$ cat src/rtl/run_sequencer.sv
// Run sequencer for the single-cycle core: holds the core in reset on a start
// request, releases it, counts RUN cycles and ends the run on HALT or watchdog.
module run_sequencer #(
  parameter int            C         = 16,
  parameter int            CLR_CYC   = 2,
  parameter int            DRAIN_CYC = 1,
  parameter logic [C-1:0]  WDOG      = 16'd4000
) (
  input  logic         clk,
  input  logic         reset,
  input  logic         req,
  input  logic         halt_seen,
  output logic         core_rst,
  output logic         core_en,
  output logic         done,
  output logic         timeout,
  output logic [C-1:0] cycle_cnt,
  output logic [2:0]   dbg_state
);

  localparam int PH_MAX = (CLR_CYC > DRAIN_CYC) ? CLR_CYC : DRAIN_CYC;
  localparam int PW     = (PH_MAX > 1) ? $clog2(PH_MAX) : 1;
  localparam logic [PW-1:0] CLR_LAST   = PW'(CLR_CYC - 1);
  localparam logic [PW-1:0] DRAIN_LAST = PW'(DRAIN_CYC - 1);

  typedef enum logic [2:0] {
    S_IDLE  = 3'd0,
    S_CLEAR = 3'd1,
    S_RUN   = 3'd2,
    S_DRAIN = 3'd3,
    S_DONE  = 3'd4
  } state_t;

  state_t          r_state, w_next;
  logic [PW-1:0]   r_phase, w_phase_nxt;
  logic [C-1:0]    r_cnt, w_cnt_nxt, w_cnt_inc;
  logic            r_timeout, w_timeout_nxt;
  logic            r_req_q;
  logic            r_core_rst, r_core_en, r_done;
  logic            w_start;

  // Handshake: a run starts on the rising edge of req; the level is otherwise
  // ignored, and done stays asserted until the next rising edge.
  assign w_start   = req & ~r_req_q;
  assign w_cnt_inc = r_cnt + 1'b1;

  always_comb begin
    w_next        = r_state;
    w_phase_nxt   = r_phase;
    w_cnt_nxt     = r_cnt;
    w_timeout_nxt = r_timeout;
    case (r_state)
      S_IDLE, S_DONE: begin
        if (w_start) begin
          w_next        = S_CLEAR;
          w_phase_nxt   = '0;
          w_cnt_nxt     = '0;
          w_timeout_nxt = 1'b0;
        end
      end
      S_CLEAR: begin
        if (r_phase == CLR_LAST) begin
          w_next      = S_RUN;
          w_phase_nxt = '0;
        end else begin
          w_phase_nxt = r_phase + 1'b1;
        end
      end
      S_RUN: begin
        w_cnt_nxt = w_cnt_inc;
        // HALT takes priority over a coincident watchdog expiry.
        if (halt_seen) begin
          w_next      = S_DRAIN;
          w_phase_nxt = '0;
        end else if (w_cnt_inc == WDOG) begin
          w_next        = S_DONE;
          w_timeout_nxt = 1'b1;
        end
      end
      S_DRAIN: begin
        if (r_phase == DRAIN_LAST) begin
          w_next      = S_DONE;
          w_phase_nxt = '0;
        end else begin
          w_phase_nxt = r_phase + 1'b1;
        end
      end
      default: w_next = S_IDLE;
    endcase
  end

  // Outputs are decoded from the next state so they are registered alongside it.
  always_ff @(posedge clk or negedge reset) begin
    if (!reset) begin
      r_state    <= S_IDLE;
      r_phase    <= '0;
      r_cnt      <= '0;
      r_timeout  <= 1'b0;
      r_req_q    <= 1'b0;
      r_core_rst <= 1'b1;
      r_core_en  <= 1'b0;
      r_done     <= 1'b0;
    end else begin
      r_state    <= w_next;
      r_phase    <= w_phase_nxt;
      r_cnt      <= w_cnt_nxt;
      r_timeout  <= w_timeout_nxt;
      r_req_q    <= req;
      r_core_rst <= (w_next == S_IDLE) || (w_next == S_CLEAR);
      r_core_en  <= (w_next == S_RUN) || (w_next == S_DRAIN);
      r_done     <= (w_next == S_DONE);
    end
  end

  assign core_rst  = r_core_rst;
  assign core_en   = r_core_en;
  assign done      = r_done;
  assign timeout   = r_timeout;
  assign cycle_cnt = r_cnt;
  assign dbg_state = r_state;

endmodule
$ cat config.mk
export PLATFORM = sky130hd
export DESIGN_NAME = run_sequencer
export DESIGN_NICKNAME = d
export VERILOG_FILES = /design/src/rtl/run_sequencer.sv
export SDC_FILE = /design/constraint.sdc
export NUM_CORES = 1
export LEC_CHECK = 0
export ABC_AREA = 1
export CAP_MARGIN = 30
export CORE_MARGIN = 4
export CORE_UTILIZATION = 35
export DETAILED_ROUTE_END_ITERATION = 10
export DONT_BUFFER_PORTS = 1
export PLACE_DENSITY_LB_ADDON = 0.12
export RECOVER_POWER = 50
export SYNTH_ARGS = -nofsm -noshare
export SYNTH_HDL_FRONTEND = slang
export SYNTH_SLANG_ARGS = --single-unit
$ cat constraint.sdc
create_clock -name clk -period 3.8 [get_ports clk]
set_clock_uncertainty 0.05 [all_clocks]
set_input_delay 0.57 -clock clk [delete_from_list [all_inputs] [get_ports clk]]
set_output_delay 0.57 -clock clk [all_outputs]
set_load 0.02 [all_outputs]
==> results by group, run 1 <==
Status
  • Status: completed

Yosys
  • Seq/Total Area, Yosys: between 40% and 50%
  • Cell taking the most area after synthesis: dfrtp_1
  • Most frequent cell after synthesis: nand2_1
  • Syn nets: around 210
  • Post-Synth Adder-Cell Area: about 1.7%
  • Synth Area per Inst: between 7 and 8 um^2
  • Mux cell area share after synthesis: 0%
  • Synth Area in XOR/XNOR: under 10%
  • Mapped Cells: between 200 and 250
  • Post-Syn Area: roughly 0.0015 mm^2
  • Seq cells post-synth: 25
  • Area share of the largest cell type after synthesis: around two fifths
  • Main combinational cell family by area after synthesis: simple AND/OR/NAND/NOR gates
  • Post-synth EDFFs: 0
  • Synth top cells by count: nand2_1, inv_1, dfrtp_1
  • Top FF cell, synth: dfrtp_1
  • YS warnings: 0
  • Top post-synthesis cells by area: dfrtp_1, nand2_1, inv_1
  • Async SR Flop Fraction: 100%
  • Post-synth cell types: 24
  • Compound-gate portion of the synthesized area: 8.58%
  • Simple-gate share of the synthesized area: between 30% and 40%

Global routing
  • First-pass GRT wire length: 6260 um
  • Vias in the first global route: 1,239
  • GRT overflow: 0
  • Overall global routing resource usage: between 10% and 20%
  • Initial antenna violation count: 0
  • Largest net degree at the start of global routing: 25

Final layout
  • Area Growth Syn to Fin: 6.78%
  • Fin nets: 210
  • Design area: 0.00156 mm^2
  • Multi-input logic area: 717 um^2
  • Reg area: about 630 um^2
  • Ratio of cells with drive above 1 in the final layout: between 10% and 20%
  • ANT cells: 0
  • Fillers: 412

Critical path
  • Setup CP Type: flop to flop
  • Req. time, crit path: around 4000 ps
  • Crit start category: flop
  • CP Data Arrival Time: roughly 2400 ps
  • Worst R2R Path Depth: 10
  • RR Endpoint: core_rst$_DFF_PN1_
  • Setup crit end kind: flop
  • R2R Setup Slk: about 1600 ps
  • Reg-to-reg startpoint: cycle_cnt[1]$_DFFE_PN0P_
  • CP max FO: 6

Power and ir drop
  • Worst VDD drop: around 290 uV
  • Net Sw Frac: roughly half
  • Cell-internal power: between 0.5 and 0.6 mW
  • Clock power frac: 14.9%
  • Static leakage: 0.678 nW
  • Cell Pwr Density: between 700 and 800 mW/mm^2
  • Sequential power share: a little over half
  • P_sw: 0.581 mW
  • Logic pwr share: between 30% and 40%

STA
  • Final hold violation count: 0
  • Fin crit share: just under 60%
  • Post-layout min period: 2200 ps
  • Normalized max-slew margin: between 10% and 20%
  • Fmax: 0.455 GHz
  • Worst-margin pin slew: 1320 ps
  • Slew Limit Fails: 0
  • Unrepaired setup endpoints after global routing: false
  • Endpoints failing setup: 0
  • Setup_tns: 0 ps

Floorplanning
  • Core box area: around 0.0040 mm^2
  • Starting Density: a little over a third
  • Die span in y: 72.5 um
  • Die width: 72.5 um
  • Cell row count: 23
  • Die area: between 0.005 and 0.006 mm^2
  • IO Count: 27

Clocking
  • Post-CTS Setup Bufs: 0
  • # hold bufs at CTS: 1
  • Worst-path clk slew: around 100 ps
  • Clock sink total: 25
  • Cts bufs inserted: 3
  • Post_cts resized: 0
  • Htree depth: 1
  • Worst-Skew Late Latency: roughly 270 ps
  • Clock root buffer: clkbuf_8
  • CTS tree: yes
  • Max Root-Sink Buffers: 2

Routing
  • Via count: approximately 1,300
  • Final wirelength: slightly below 4000 um
  • Wire per inst: about 15 um
  • ANT nets after route: 0
  • DR pass1 iterations: 4
  • Vias/cell: 5.28
  • Post-route DRC: 0
  • Starting DRC count in detailed routing: 89

Placed design
  • Post-DP Area: around 0.0015 mm^2
  • I/O Buffers: 0
  • DP HPWL: between 2000 and 3000 um
  • Routability cong.: between 0.8 and 0.9

Run
  • Max_cap viols: 0

Hold path
  • Worst hold path class: input port to asynchronous set/reset pin
-- cell usage in the layout, fill, tap and decap left out --
cell type	instances
a21oi_1	4
clkbuf_1	1
clkbuf_8	3
clkinvlp_4	1
dfrtp_1	24
dfstp_2	1
ha_1	2
inv_1	25
inv_2	1
nand2_1	62
nand2_2	4
nand3_1	15
nand3_2	1
nand3b_1	1
nand4_1	5
nor2_1	20
nor2_2	7
nor2_4	2
nor3_1	2
nor3_4	1
o21ai_0	8
o21ai_1	3
o22ai_1	8
xor2_1	2
-- routing by layer --
metal  part of all wire (%)  GRT usage (%)  wire (um)  vias to the layer above
met3                    7.8           3.32        302                        2
met1                     44           22.3       1720                      642
li1                       -              -          -                      648
met5                      0              0          0                        -
met4                   0.44           3.48         17                        0
met2                     48           23.3       1850                       43
-- flip-flops by register name, summed over array words and instances, names as in the netlist --
signal and count:
core_en 1, dbg_state 3, timeout 1, done 1, r_phase 1, core_rst 1, r_req_q 1, cycle_cnt 16
-- worst max path at each step --
| stage | from | endpoint | slack [ps] | cells past startpoint |
|---|---|---|---|---|
| 3_3_place_gp | cycle_cnt[1]$_DFFE_PN0P_ | core_rst$_DFF_PN1_ | 1640 | 12 |
| 4_1_cts | cycle_cnt[1]$_DFFE_PN0P_ | core_rst$_DFF_PN1_ | 1580 | 10 |
| 2_1_floorplan | cycle_cnt[1]$_DFFE_PN0P_ | core_rst$_DFF_PN1_ | 2010 | 13 |
| 6_report | cycle_cnt[1]$_DFFE_PN0P_ | core_rst$_DFF_PN1_ | 1600 | 10 |
| 5_1_grt | cycle_cnt[1]$_DFFE_PN0P_ | core_rst$_DFF_PN1_ | 1400 | 13 |
| 3_5_place_dp | cycle_cnt[1]$_DFFE_PN0P_ | core_rst$_DFF_PN1_ | 1620 | 10 |
-- stage by stage --
| step | total power, mW | instances | util (%) | hold slack (ps) | setup slack [ps] |
|---|---|---|---|---|---|
| 2_1_floorplan | 0.851 | 201 | - | 224 | 2010 |
| 3_3_place_gp | 0.943 | 248 | 37.6 | 225 | 1640 |
| 3_5_place_dp | 0.958 | 248 | 37.6 | 225 | 1620 |
| 4_1_cts | 1.13 | 253 | 39.3 | 49.3 | 1580 |
| 5_1_grt | 1.21 | 253 | 38.9 | 46.7 | 1400 |
| 6_report | 1.12 | 253 | 38.9 | 74.5 | 1600 |
-- logic make-up (layout without fill, tap and decap cells) --
logic type / count (synthesis) / in the layout
AND/OR/NAND/NOR: 120 / 120
buffers and inverters: 29 / 31
flip-flops: 25 / 25
AO/OA/AOI/OAI: 23 / 23
adder cells (fa/ha/maj): 2 / 2
XOR/XNOR: 2 / 2
-- power groups by stage --
stage,Sequential (mW),Combinational (mW),Clock (mW)
2_1_floorplan,0.559,0.292,0
3_3_place_gp,0.597,0.345,0
3_5_place_dp,0.605,0.353,0
4_1_cts,0.599,0.361,0.171
5_1_grt,0.614,0.413,0.184
6_report,0.597,0.360,0.168
-- worst max-delay path, stage by stage (launching register included) --
cell and delay, ps:
dfrtp_1 580, ha_1 370, nand3_2 140, nor2_1 270
nand4_1 120, nand2_1 110, nand2_1 80, nor2_2 100
nand3_1 170, nand2_2 110, nor2_2 40
-- final cells by class --
cell class	count	share of cell area, %
clock buffer	3	2.65
timing repair buffer	1	0.241
multi-input combinational	147	46.1
inverter	26	6.27
tap	50	4.02
sequential	25	40.3
clock inverter	1	0.482
No activity file was read; power rests on OpenSTA's default activity.
==> run 2: changes to the inputs <==
- clock period: 3.8 -> 1.9 ns (I/O delays scaled with it)
==> run 2 against run 1 <==
Against the previous run: final area increased by 14%; wire length decreased by 4.3%; non-clock buffer count increased by 21; register-to-register slack worse by 1500 ps; die area stayed put; critical path type unchanged.
==> results by group, run 2 (synthesis results as in run 1) <==
Clocking
  • Worst-Skew Late Latency: 270 ps (about the same)
  • Clock sink total: 25 (unchanged)
  • Htree depth: 1 (unchanged)
  • Worst-path clk slew: 90 ps (about the same)
  • Max Root-Sink Buffers: 2 (unchanged)
  • Cts bufs inserted: 3 (unchanged)
  • CTS tree: yes
  • Clock root buffer: clkbuf_8

Critical path
  • R2R Setup Slk: 110 ps (-1490 ps)
  • Req. time, crit path: 2060 ps (-1910 ps)
  • RR Endpoint: core_rst$_DFF_PN1_
  • Reg-to-reg startpoint: cycle_cnt[1]$_DFFE_PN0P_
  • CP max FO: 4 (-2)
  • CP Data Arrival Time: 1950 ps (-420 ps)
  • Setup CP Type: flop to flop
  • Worst R2R Path Depth: 12 (+2)
  • Crit start category: flop
  • Setup crit end kind: flop

STA
  • Normalized max-slew margin: 24.1% (+12 points)
  • Setup ws final: 112 ps (-1490 ps)
  • Fmax: 0.559 GHz (+23%)
  • Slew Limit Fails: 0 (unchanged)
  • Final hold violation count: 0 (unchanged)
  • Post-layout min period: 1790 ps (-410 ps)
  • Unrepaired setup endpoints after global routing: true
  • Worst-margin pin slew: 1140 ps (-186 ps)
  • Fin crit share: 94.1% (+36 points)
  • Endpoints failing setup: 0 (unchanged)
  • Final hold slack: 212 ps (+138 ps)

Final layout
  • Fin nets: 231 (+10%)
  • Commonest non-fill, non-tap cell in the layout: nand2_1
  • Area Growth Syn to Fin: 21.2%
  • Fin cells: 274 (+8.3%)
  • Max FFs per register: 16 (unchanged)
  • Design area: 0.00177 mm^2 (+14%)
  • Multi-input logic area: 758 um^2 (+5.8%)
  • Fillers: 385 (-6.6%)
  • Reg area: 627 um^2 (unchanged)
  • Most frequent cells in the layout: nand2_1, inv_1, dfrtp_1
  • ANT cells: 0 (unchanged)
  • Ratio of cells with drive above 1 in the final layout: 20.5% (+10 points)

Global routing
  • Vias in the first global route: 1,351 (+9.0%)
  • Initial antenna violation count: 0 (unchanged)
  • GRT overflow: 0 (unchanged)
  • Largest net degree at the start of global routing: 26 (+4.0%)
  • First-pass GRT wire length: 6160 um (-1.6%)
  • Overall global routing resource usage: 14.8% (-0.52 points)

Placed design
  • DP HPWL: 2860 um (about the same)
  • Cells after DPL: 265 (+6.9%)
  • Post-DP Area: 0.00163 mm^2 (+8.5%)
  • I/O Buffers: 0 (unchanged)
  • Post-Place Setup Slack: 67.3 ps (-1550 ps)
  • Routability cong.: 0.879 (+7.2%)

Hold path
  • Hold_sp: halt_seen
  • Worst hold path class: input port to flop
  • Hold path endpoint: dbg_state[0]$_DFF_PN0_
  • Hold depth: 4

Floorplanning
  • Cell row count: 23 (unchanged)
  • Die width: 72.5 um (unchanged)
  • Starting Density: 36.4% (unchanged)
  • Die span in y: 72.5 um (unchanged)
  • Core box area: 0.00400 mm^2 (unchanged)
  • IO Count: 27 (unchanged)
  • Die area: 0.00526 mm^2 (unchanged)

Routing
  • Final wirelength: 3720 um (-4.3%)
  • Vias/cell: 4.93 (-6.6%)
  • ANT nets after route: 0 (unchanged)
  • Wire per inst: 13.6 um (-12%)
  • Starting DRC count in detailed routing: 125 (+40%)
  • DR pass1 iterations: 4 (unchanged)
  • Via count: 1,351 (+1.2%)
  • Post-route DRC: 0 (unchanged)

Power and ir drop
  • Static leakage: 0.798 nW (+18%)
  • Worst VDD drop: 500 uV (+74%)
  • Cell Pwr Density: 1410 mW/mm^2 (+95%)

Run
  • Max_cap viols: 0 (unchanged)

Status
  • Status: completed
## run 2: cell count changes in the layout (fill, tap and decap cells not counted), sizes merged
cell | before | now
clkinv | 0 | 1
dlymetal6s4s | 0 | 1
dlygate4sd3 | 0 | 2
clkinvlp | 1 | 0
buf | 0 | 17
clkbuf | 4 | 5
## run 2: how the worst max path moves through the flow
stage                             start            endpoint  slack, ps  depth (start not counted)
6_report       cycle_cnt[1]$_DFFE_PN0P_  core_rst$_DFF_PN1_        110                         12
5_1_grt        cycle_cnt[1]$_DFFE_PN0P_  core_rst$_DFF_PN1_        -30                         12
4_1_cts        cycle_cnt[1]$_DFFE_PN0P_  core_rst$_DFF_PN1_         40                         13
3_5_place_dp   cycle_cnt[1]$_DFFE_PN0P_  core_rst$_DFF_PN1_         70                         13
3_3_place_gp   cycle_cnt[0]$_DFFE_PN0P_  core_rst$_DFF_PN1_         90                         13
2_1_floorplan  cycle_cnt[1]$_DFFE_PN0P_  core_rst$_DFF_PN1_        110                         13
## run 2: layout make-up
cell class	instances	share of cell area [%]
Clock buffer	3	2.34
Clock inverter	1	0.283
Timing Repair Buffer	22	9.92
Sequential cell	25	35.5
Multi-Input combinational cell	147	42.9
Inverter	26	5.52
Tap cell	50	3.54
## run 2: stage by stage
| step | setup TNS, ps | util (%) | total power, mW |
|---|---|---|---|
| 2_1_floorplan | 0 | - | 1.70 |
| 3_3_place_gp | 0 | 40.8 | 2.10 |
| 3_5_place_dp | 0 | 40.8 | 2.10 |
| 4_1_cts | 0 | 42.9 | 2.43 |
| 5_1_grt | -32.1 | 44.2 | 2.67 |
| 6_report | 0 | 44.2 | 2.48 |
## run 2: worst max-delay path, stage by stage (launching register included)
cell and delay [ps]:
dfrtp_1 430, ha_4 190, buf_4 130, xor2_1 150, nor2_1 100, nand2_1 70, nor2_2 100, nand2_1 80
nor2_2 100, nand3_1 80, nand2_1 100, nand2_2 70, nor2_2 80
## run 2: power breakdown
group          internal (mW)  total, mW  switching [mW]
logic                  0.411       1.13           0.724
clock network          0.147      0.322           0.175
registers              0.723       1.03           0.304
total                   1.28       2.48            1.20
## run 2: what timing repair did
item                       in CTS  in global routing
hold buffers                    3                  0
hold endpoints to repair       26                  0
setup buffers                   0                  2
setup endpoints to repair       0                  6
resized for setup               0                 13
## run 2: per-layer routing
layer	part of all wire [%]	wire length [um]	up-vias	track usage (%)
li1	-	-	692	-
met1	45	1680	605	20.4
met2	45	1680	44	23.1
met3	8.1	302	10	3.19
met4	1.8	66	0	5.12
met5	0	0	-	0
